## config.mk

```make
export PLATFORM = sky130hd
export DESIGN_NAME = fetch_stage_flat
export DESIGN_NICKNAME = d
export VERILOG_FILES = /design/src/rtl/fetch_stage_if.sv /design/src/rtl/fetch_stage.sv /design/src/flat_wrapper.sv
export SDC_FILE = /design/constraint.sdc
export NUM_CORES = 1
export LEC_CHECK = 0
export CAP_MARGIN = 10
export CORE_ASPECT_RATIO = 1.5
export CORE_UTILIZATION = 42
export DETAILED_ROUTE_END_ITERATION = 16
export PLACE_DENSITY_LB_ADDON = 0.12
export SLEW_MARGIN = 20
export SYNTH_ARGS = -nofsm -noshare
export SYNTH_HDL_FRONTEND = slang
export SYNTH_SLANG_ARGS = --single-unit
```

## constraint.sdc

```tcl
create_clock -name clk -period 2.73 [get_ports clk]
set_input_delay 0.6825 -clock clk [delete_from_list [all_inputs] [get_ports clk]]
set_output_delay 0.6825 -clock clk [all_outputs]
set_load 0.05 [all_outputs]
```

## src/rtl/fetch_stage_if.sv

```systemverilog
// -----------------------------------------------------------------------------
// fetch_stage_if
//   Instruction-memory bus between the fetch stage and a synchronous
//   instruction memory with one-cycle read latency.
//   Signals:
//     imem_req_o    fetch request this cycle              (fetch -> memory)
//     imem_addr_o   fetch address, valid with imem_req_o  (fetch -> memory)
//     imem_rdata_i  word for last cycle's request          (memory -> fetch)
//   Modports:
//     master  fetch stage side
//     slave   memory side
// -----------------------------------------------------------------------------
interface fetch_stage_if;
  logic        imem_req_o;
  logic [31:0] imem_addr_o;
  logic [31:0] imem_rdata_i;

  modport master (
    output imem_req_o,
    output imem_addr_o,
    input  imem_rdata_i
  );

  modport slave (
    input  imem_req_o,
    input  imem_addr_o,
    output imem_rdata_i
  );
endinterface

```

## src/rtl/fetch_stage.sv

```systemverilog
// -----------------------------------------------------------------------------
// fetch_stage
//   Instruction fetch stage plus the IF/ID pipeline register. Holds the PC,
//   issues one request per cycle to a synchronous instruction memory, and
//   presents {valid, instruction, pc, pc+4} to decode. Decode stalls are
//   absorbed by a one-entry skid buffer; redirects flush and refetch.
//   Ports:
//     clk            core clock, rising edge
//     rst_n          asynchronous active-low reset
//     stall_i        hold IF/ID and do not issue a fetch
//     redirect_i     flush and refetch from redirect_pc_i (beats stall_i)
//     redirect_pc_i  redirect target, bits [1:0] forced to zero
//     imem           instruction-memory bus (master side)
//     id_valid_o     IF/ID holds a real instruction
//     id_instr_o     IF/ID instruction (NOP_INSTR on bubbles)
//     id_pc_o        address of id_instr_o
//     id_pc_plus4_o  id_pc_o + 4, registered
// -----------------------------------------------------------------------------
module fetch_stage #(
  parameter logic [31:0] RESET_PC  = 32'h0000_0000,
  parameter logic [31:0] NOP_INSTR = 32'h0000_0013
) (
  input  logic               clk,
  input  logic               rst_n,
  input  logic               stall_i,
  input  logic               redirect_i,
  input  logic [31:0]        redirect_pc_i,
  fetch_stage_if.master      imem,
  output logic               id_valid_o,
  output logic [31:0]        id_instr_o,
  output logic [31:0]        id_pc_o,
  output logic [31:0]        id_pc_plus4_o
);

  logic [31:0] pc_q,          pc_d;
  logic        inflight_q,    inflight_d;
  logic [31:0] inflight_pc_q, inflight_pc_d;
  logic        skid_valid_q,  skid_valid_d;
  logic [31:0] skid_instr_q,  skid_instr_d;
  logic [31:0] skid_pc_q,     skid_pc_d;
  logic        id_valid_q,    id_valid_d;
  logic [31:0] id_instr_q,    id_instr_d;
  logic [31:0] id_pc_q,       id_pc_d;
  logic [31:0] id_pc_plus4_q, id_pc_plus4_d;
  logic        req;

  // rst_n gates the request so nothing is issued while reset is held.
  assign req              = rst_n & ~stall_i & ~redirect_i;
  assign imem.imem_req_o  = req;
  assign imem.imem_addr_o = pc_q;

  assign id_valid_o    = id_valid_q;
  assign id_instr_o    = id_instr_q;
  assign id_pc_o       = id_pc_q;
  assign id_pc_plus4_o = id_pc_plus4_q;

  always_comb begin
    pc_d          = pc_q;
    inflight_d    = 1'b0;
    inflight_pc_d = inflight_pc_q;
    skid_valid_d  = skid_valid_q;
    skid_instr_d  = skid_instr_q;
    skid_pc_d     = skid_pc_q;
    id_valid_d    = id_valid_q;
    id_instr_d    = id_instr_q;
    id_pc_d       = id_pc_q;
    id_pc_plus4_d = id_pc_plus4_q;

    if (req) begin
      pc_d          = pc_q + 32'd4;
      inflight_d    = 1'b1;
      inflight_pc_d = pc_q;
    end

    if (redirect_i) begin
      // Response currently on the bus belongs to the wrong path: drop it
      // along with anything parked in the skid.
      pc_d         = {redirect_pc_i[31:2], 2'b00};
      skid_valid_d = 1'b0;
      id_valid_d   = 1'b0;
      id_instr_d   = NOP_INSTR;
    end else if (stall_i) begin
      // Memory answers regardless of the stall, so park the response.
      // No request is issued while stalled, so the skid cannot overflow.
      if (inflight_q) begin
        skid_valid_d = 1'b1;
        skid_instr_d = imem.imem_rdata_i;
        skid_pc_d    = inflight_pc_q;
      end
    end else begin
      if (skid_valid_q) begin
        skid_valid_d  = 1'b0;
        id_valid_d    = 1'b1;
        id_instr_d    = skid_instr_q;
        id_pc_d       = skid_pc_q;
        id_pc_plus4_d = skid_pc_q + 32'd4;
      end else if (inflight_q) begin
        id_valid_d    = 1'b1;
        id_instr_d    = imem.imem_rdata_i;
        id_pc_d       = inflight_pc_q;
        id_pc_plus4_d = inflight_pc_q + 32'd4;
      end else begin
        // Bubble: pc fields keep their last value.
        id_valid_d = 1'b0;
        id_instr_d = NOP_INSTR;
      end
    end
  end

  always_ff @(posedge clk or negedge rst_n) begin
    if (!rst_n) begin
      pc_q          <= RESET_PC;
      inflight_q    <= 1'b0;
      inflight_pc_q <= 32'd0;
      skid_valid_q  <= 1'b0;
      skid_instr_q  <= 32'd0;
      skid_pc_q     <= 32'd0;
      id_valid_q    <= 1'b0;
      id_instr_q    <= NOP_INSTR;
      id_pc_q       <= 32'd0;
      id_pc_plus4_q <= 32'd4;
    end else begin
      pc_q          <= pc_d;
      inflight_q    <= inflight_d;
      inflight_pc_q <= inflight_pc_d;
      skid_valid_q  <= skid_valid_d;
      skid_instr_q  <= skid_instr_d;
      skid_pc_q     <= skid_pc_d;
      id_valid_q    <= id_valid_d;
      id_instr_q    <= id_instr_d;
      id_pc_q       <= id_pc_d;
      id_pc_plus4_q <= id_pc_plus4_d;
    end
  end

endmodule

```

## src/flat_wrapper.sv

```systemverilog
// flat-port wrapper written by rule: the top's interface ports become plain ports
module fetch_stage_flat 
#(
  parameter logic [31:0] RESET_PC  = 32'h0000_0000,
  parameter logic [31:0] NOP_INSTR = 32'h0000_0013
)
  (clk, rst_n, stall_i, redirect_i, redirect_pc_i, id_valid_o, id_instr_o, id_pc_o, id_pc_plus4_o, imem_imem_req_o, imem_imem_addr_o, imem_imem_rdata_i);
  fetch_stage_if imem_i ();
  input  logic clk;
  input  logic rst_n;
  input  logic stall_i;
  input  logic redirect_i;
  input  logic [31:0] redirect_pc_i;
  output logic id_valid_o;
  output logic [31:0] id_instr_o;
  output logic [31:0] id_pc_o;
  output logic [31:0] id_pc_plus4_o;
  output wire logic [$bits(imem_i.imem_req_o)-1:0] imem_imem_req_o;
  output wire logic [$bits(imem_i.imem_addr_o)-1:0] imem_imem_addr_o;
  input wire logic [$bits(imem_i.imem_rdata_i)-1:0] imem_imem_rdata_i;
  assign imem_imem_req_o = imem_i.imem_req_o;
  assign imem_imem_addr_o = imem_i.imem_addr_o;
  assign imem_i.imem_rdata_i = imem_imem_rdata_i;
  fetch_stage #(.RESET_PC(RESET_PC), .NOP_INSTR(NOP_INSTR)) u_core (.clk(clk), .rst_n(rst_n), .stall_i(stall_i), .redirect_i(redirect_i), .redirect_pc_i(redirect_pc_i), .imem(imem_i), .id_valid_o(id_valid_o), .id_instr_o(id_instr_o), .id_pc_o(id_pc_o), .id_pc_plus4_o(id_pc_plus4_o));
endmodule
```

* After elaboration in Yosys (flattened, before gate mapping)
Index checks and enable logic that the tools add are counted.
** Cells by class
- Mux-type cells :: 18
- Reduce and logical (&&, ||, !) cells :: 4
- Bitwise operators :: 4
- Add/subtract/negate cells :: 3
- Eq/ne operators :: 2
** Operators by type and width (count)
- two-way mux 32 bit :: 10
- adder 32 x 3 -> 32 bit, second input constant :: 3
- two-way mux 1 bit :: 8
- AND reduction 3 bit :: 2
- nonzero test 2 bit :: 2
- != test 3 x 1 -> 1 bit, second input constant :: 1
- AND 1 bit :: 2
- != test 2 x 1 -> 1 bit, second input constant :: 1
- NOT 1 bit :: 2
** Word-level totals
- Register bits after elaboration :: 227
- Output and inout bits :: 130
- Input port bits :: 68

* Longest topological paths before layout
- Depth in word-level cells :: 5
- Mapped depth :: 12
- Depth with buffers taken out :: 7

* Worst setup path before layout
Ideal clock, no wire load.
- Path type :: register -> register
- Start :: register u_core.skid_valid_q
- End :: register u_core.id_pc_plus4_q[20] (netlist: u_core.id_pc_plus4_o[20])
- Clock period less this slack :: 2.961 ns
- Arrival :: 2.865 ns
- Setup slack :: -0.231 ns
- Stages on the path, launching flop included :: 13
- Path buffers :: 5
- Path through :: dfrtp_1 -> buf_6 -> clkbuf_1 -> buf_2 -> buf_1 -> mux2_2 -> ha_1 -> inv_1 -> a211oi_2 -> nand4_1 -> clkbuf_1 -> o21a_1 -> o31ai_1
** On the way
- Longest elaborated chain between the ends :: 2
** RTL lines
- from (decl) :: RTL line fetch_stage.sv:38 : logic skid_valid_q, skid_valid_d;
- from (signal assigned) :: RTL line fetch_stage.sv:126 : skid_valid_q <= skid_valid_d;
- nonzero test 2 bit (no source line)
- AND reduction 3 bit (no source line)
- to (signal assigned) :: RTL line fetch_stage.sv:132 : id_pc_plus4_q <= id_pc_plus4_d;
- to (decl) :: RTL line fetch_stage.sv:44 : logic [31:0] id_pc_plus4_q, id_pc_plus4_d;
Several ways; a longest one is shown, not always the timed one.
A chain may end at the register's enable or synchronous reset.

* Worst setup path after layout
- Start :: register u_core.pc_q[24] (netlist: u_core.imem.imem_addr_o[24])
- End :: output port imem_imem_addr_o[24]
** RTL lines
- from (decl) :: RTL line fetch_stage.sv:35 : logic [31:0] pc_q, pc_d;
- from (signal assigned) :: RTL line fetch_stage.sv:123 : pc_q <= pc_d;
- to (decl) :: RTL line flat_wrapper.sv:19 : output wire logic [$bits(imem_i.imem_addr_o)-1:0] imem_imem_addr_o;
No word-level cell between the ends.

==> summary.md <==
| Metric | Value |
|---|---|
| Most common cell after layout, fill and taps aside | dfrtp_1 |
| Post-route cell area | between 10,000 and 15,000 um2 |
| Multi-input logic area | 4420 um2 |
| Post_cts resized | 0 |
| FF+latch count, synth | 217 |
| Vias | between 7k and 8k |
| Synth Area in Adders | 0.247% |
| CTS buffer count | 23 |
| Warnings from Yosys | 0 |
| TritonCTS clock tree | done |
| Slowest Stage Delay on Critical Path | 0.86 ns |
| Vias in the first global route | 7,480 |
| Compound-Gate Fraction of Synth Area | 11.5% |
| Post-synthesis sequential area ratio | 53.6% |
| First-pass GRT wire length | a little under 40,000 um |
| Area of the core | 23,700 um2 |
| Maximum VDD drop | 0.428 mV |
| Grt total ovfl | 0 |
| Part of the power in the clock network | 28.6% |
| Number of max-cap violations | 0 |
| DR iter-0 viols | 388 |
| Area Growth Syn to Fin | 30.1% |
| Main area contributors after synthesis | dfrtp_1, mux2_2, nand2_1, o21ai_0, a22oi_1 |
| Final Cycle Share | 94.3% |
| Initial antenna violation count | 1 |
| Gate power share | between 20% and 30% |
| # setup viols final | 0 |
| Ports | 198 |
| Largest family of logic cells by synthesized area | simple AND/OR/NAND/NOR gates |
| Fin nets | 1,203 |
| Largest fanout on the critical path | 6 |
| Worst path required time | 2.05 ns |
| Layout Skew | 0.00923 ns |
| Asr flop ratio synth | 100% |
| Site Rows | 69 |
| DP Area | between 10,000 and 15,000 um2 |
| Post-synth EDFFs | 0 |
| Primary FF master, synth | dfrtp_1 |
| Fin. Hold Viols | 0 |
| RD Place Congestion | just over 0.8 |
| GRT Overall Usage | 20.5% |
| Share of cells above drive strength 1 | 16.3% |
| Cell Area, Synth | 10,100 um2 |
| Mux share of post-synthesis cell area | 13.1% |
| Slowest-stage cell, CP | clkdlybuf4s50_1 |
| Initial Util | 42.8% |
| Setup ws final | 0.155 ns |
| Slew headroom | between 30% and 40% |
| Post-synthesis xor/xnor area fraction | under 10% |
| Worst skew pair latency | just over 0.5 ns |
| Cell family contributing the most delay on the critical path | buffers and inverters |
| Vias/cell | about 5.2 |
| Routed WL | 25,000 um |
| Cts-stage hold buffer count | 0 |
| Seq pwr share | 41.9% |
| Min Tclk post-route | 2.57 ns |
| RSZ-0062 raised after global routing | false |
| Clock transition at path regs | 0.06 ns |
| Crit. End Element | primary output |
| Routed len/inst | 17.0 um |
| Run status | completed |
| Critical path class | register to primary output |
| Synth area leader | dfrtp_1 |
| # fillers | 2,172 |
| Chip width | 129 um |
| Syn avg cell area | 10.7 um2 |
| Fmax achieved | between 0.3 and 0.4 GHz |
| DRT Pass-1 Iters | 4 |
| Hold crit path type | input pin to async pin |
| Max-slew violation count | 0 |
| Pwr/cell area | 804 nW/um2 |
| Register area | about 5400 um2 |
| Clk buf depth | 3 |
| Post-synthesis simple-gate area fraction | 14.7% |
| Post-synth cell types | 59 |
| Cell Chain, Critical Path | clkdlybuf4s50_1 |
| CP bufs+invs | 1 |
| # port buffers | 189 |
| Sink Count | roughly 220 |
| Worst setup SP type | register |
| HPWL after DPL | 17,600 um |
| Full die area | 24,800 um2 |
| Setup TNS | 0 ns |
| Clk root buf | clkbuf_16 |
| Reported net switching power | 3.75 mW |
| Yosys top cell area share | a little over half |
| Slew @ Worst Pin | 0.976 ns |
| Post-CTS Setup Bufs | 0 |
| Commonest non-fill, non-tap cells in the layout | dfrtp_1, clkdlybuf4s50_1, nand2_1 |
| Crit path arrival time | approximately 1.9 ns |
| Antenna diode count | 0 |
| Die H | 192 um |
| Antenna-violating nets left | 0 |
| P_int | approximately 6.9 mW |
| DR DRC count | 0 |
| Place WS | 0.238 ns |
| Htree depth | 1 |
| P_leak | roughly 5.6 nW |
| Switch share | 35.4% |
| Pin count of the biggest net entering global routing | around 140 |
| Syn Inst Count | approximately 950 |
synth_stat cells (all sizes together) (10+ instances only):
library cell and count:
nor4 10, nor3 15, dfrtp 213, a21oi 35, buf 22, mux2 97
xor2 15, xnor2 28, nor2 70, nand3b 10, o21ai 69, nand3 23
clkbuf 44, a22oi 35, nand2 112, mux2i 23, nand4 20
layer usage:
metal | vias up | share of wire, % | GRT usage (%)
met5 | - | 0.032 | 0
met4 | 2 | 3.0 | 7.47
met3 | 43 | 6.5 | 5.40
met2 | 182 | 49 | 35.0
met1 | 3659 | 42 | 24.7
li1 | 3744 | - | -
path summary, 6_finish.rpt:
kind / startpoint / end / slack [ns] / depth (start not counted)
hold / removal: rst_n / u_core.id_instr_o[7] / 0.30 / 2
max in group asynchronous: rst_n / u_core.skid_valid_q / 1.56 / 2
hold reg to reg: u_core.id_pc_plus4_o[2] / u_core.id_pc_plus4_o[2] / 0.46 / 2
min in group clk: u_core.id_pc_plus4_o[2] / u_core.id_pc_plus4_o[2] / 0.46 / 2
setup reg to reg: u_core.skid_valid_q / u_core.id_pc_plus4_o[29] / 0.26 / 6
setup / recovery: u_core.imem.imem_addr_o[24] / imem_imem_addr_o[24] / 0.16 / 1
per-stage QoR:
step | cells | hold slack [ns] | total power, mW | utilization (%)
5_1_grt | 1467 | 0.384 | 11.1 | 55.7
3_5_place_dp | 1427 | 0.457 | 7.66 | 52.7
2_1_floorplan | 953 | 0.387 | 6.46 | -
3_3_place_gp | 1427 | 0.451 | 7.59 | 52.7
6_report | 1467 | 0.298 | 10.6 | 55.7
4_1_cts | 1467 | 0.351 | 10.7 | 55.7
state kept, by name, summed over array words and instances, names as in the netlist:
signal	flops
u_core.skid_instr_q	32
u_core.inflight_pc_q	30
u_core.skid_pc_q	30
u_core.id_pc_o	30
u_core.imem.imem_addr_o	30
u_core.id_valid_o	1
u_core.id_instr_o	32
u_core.id_pc_plus4_o	30
u_core.inflight_q	1
u_core.skid_valid_q	1
cells by family after synthesis:
| group | count (synthesis) |
|---|---|
| AND/OR/NAND/NOR | 304 |
| flip-flops | 217 |
| AO/OA/AOI/OAI | 186 |
| multiplexers | 120 |
| buffers and inverters | 75 |
| XOR/XNOR | 43 |
| adder cells (fa/ha/maj) | 2 |
| other | 1 |
power by group through the flow:
stage | Combinational [mW] | Sequential [mW] | Clock, mW
after floorplan | 0.959 | 5.50 | 0
after global placement | 3.11 | 4.48 | 0
after detailed placement | 3.16 | 4.50 | 0
after CTS | 3.16 | 4.45 | 3.12
after global routing | 3.34 | 4.55 | 3.24
final | 3.13 | 4.44 | 3.03
layout make-up:
| cell class | instances | area share (%) |
|---|---|---|
| Clock inverter | 12 | 0.750 |
| Inverter | 9 | 0.256 |
| Tap cell | 319 | 3.03 |
| Timing Repair Buffer | 221 | 16.5 |
| Clock buffer | 28 | 4.73 |
| Sequential cell | 217 | 41.2 |
| Multi-Input combinational cell | 661 | 33.5 |
Note: power is estimated with default switching activity, not from simulation.
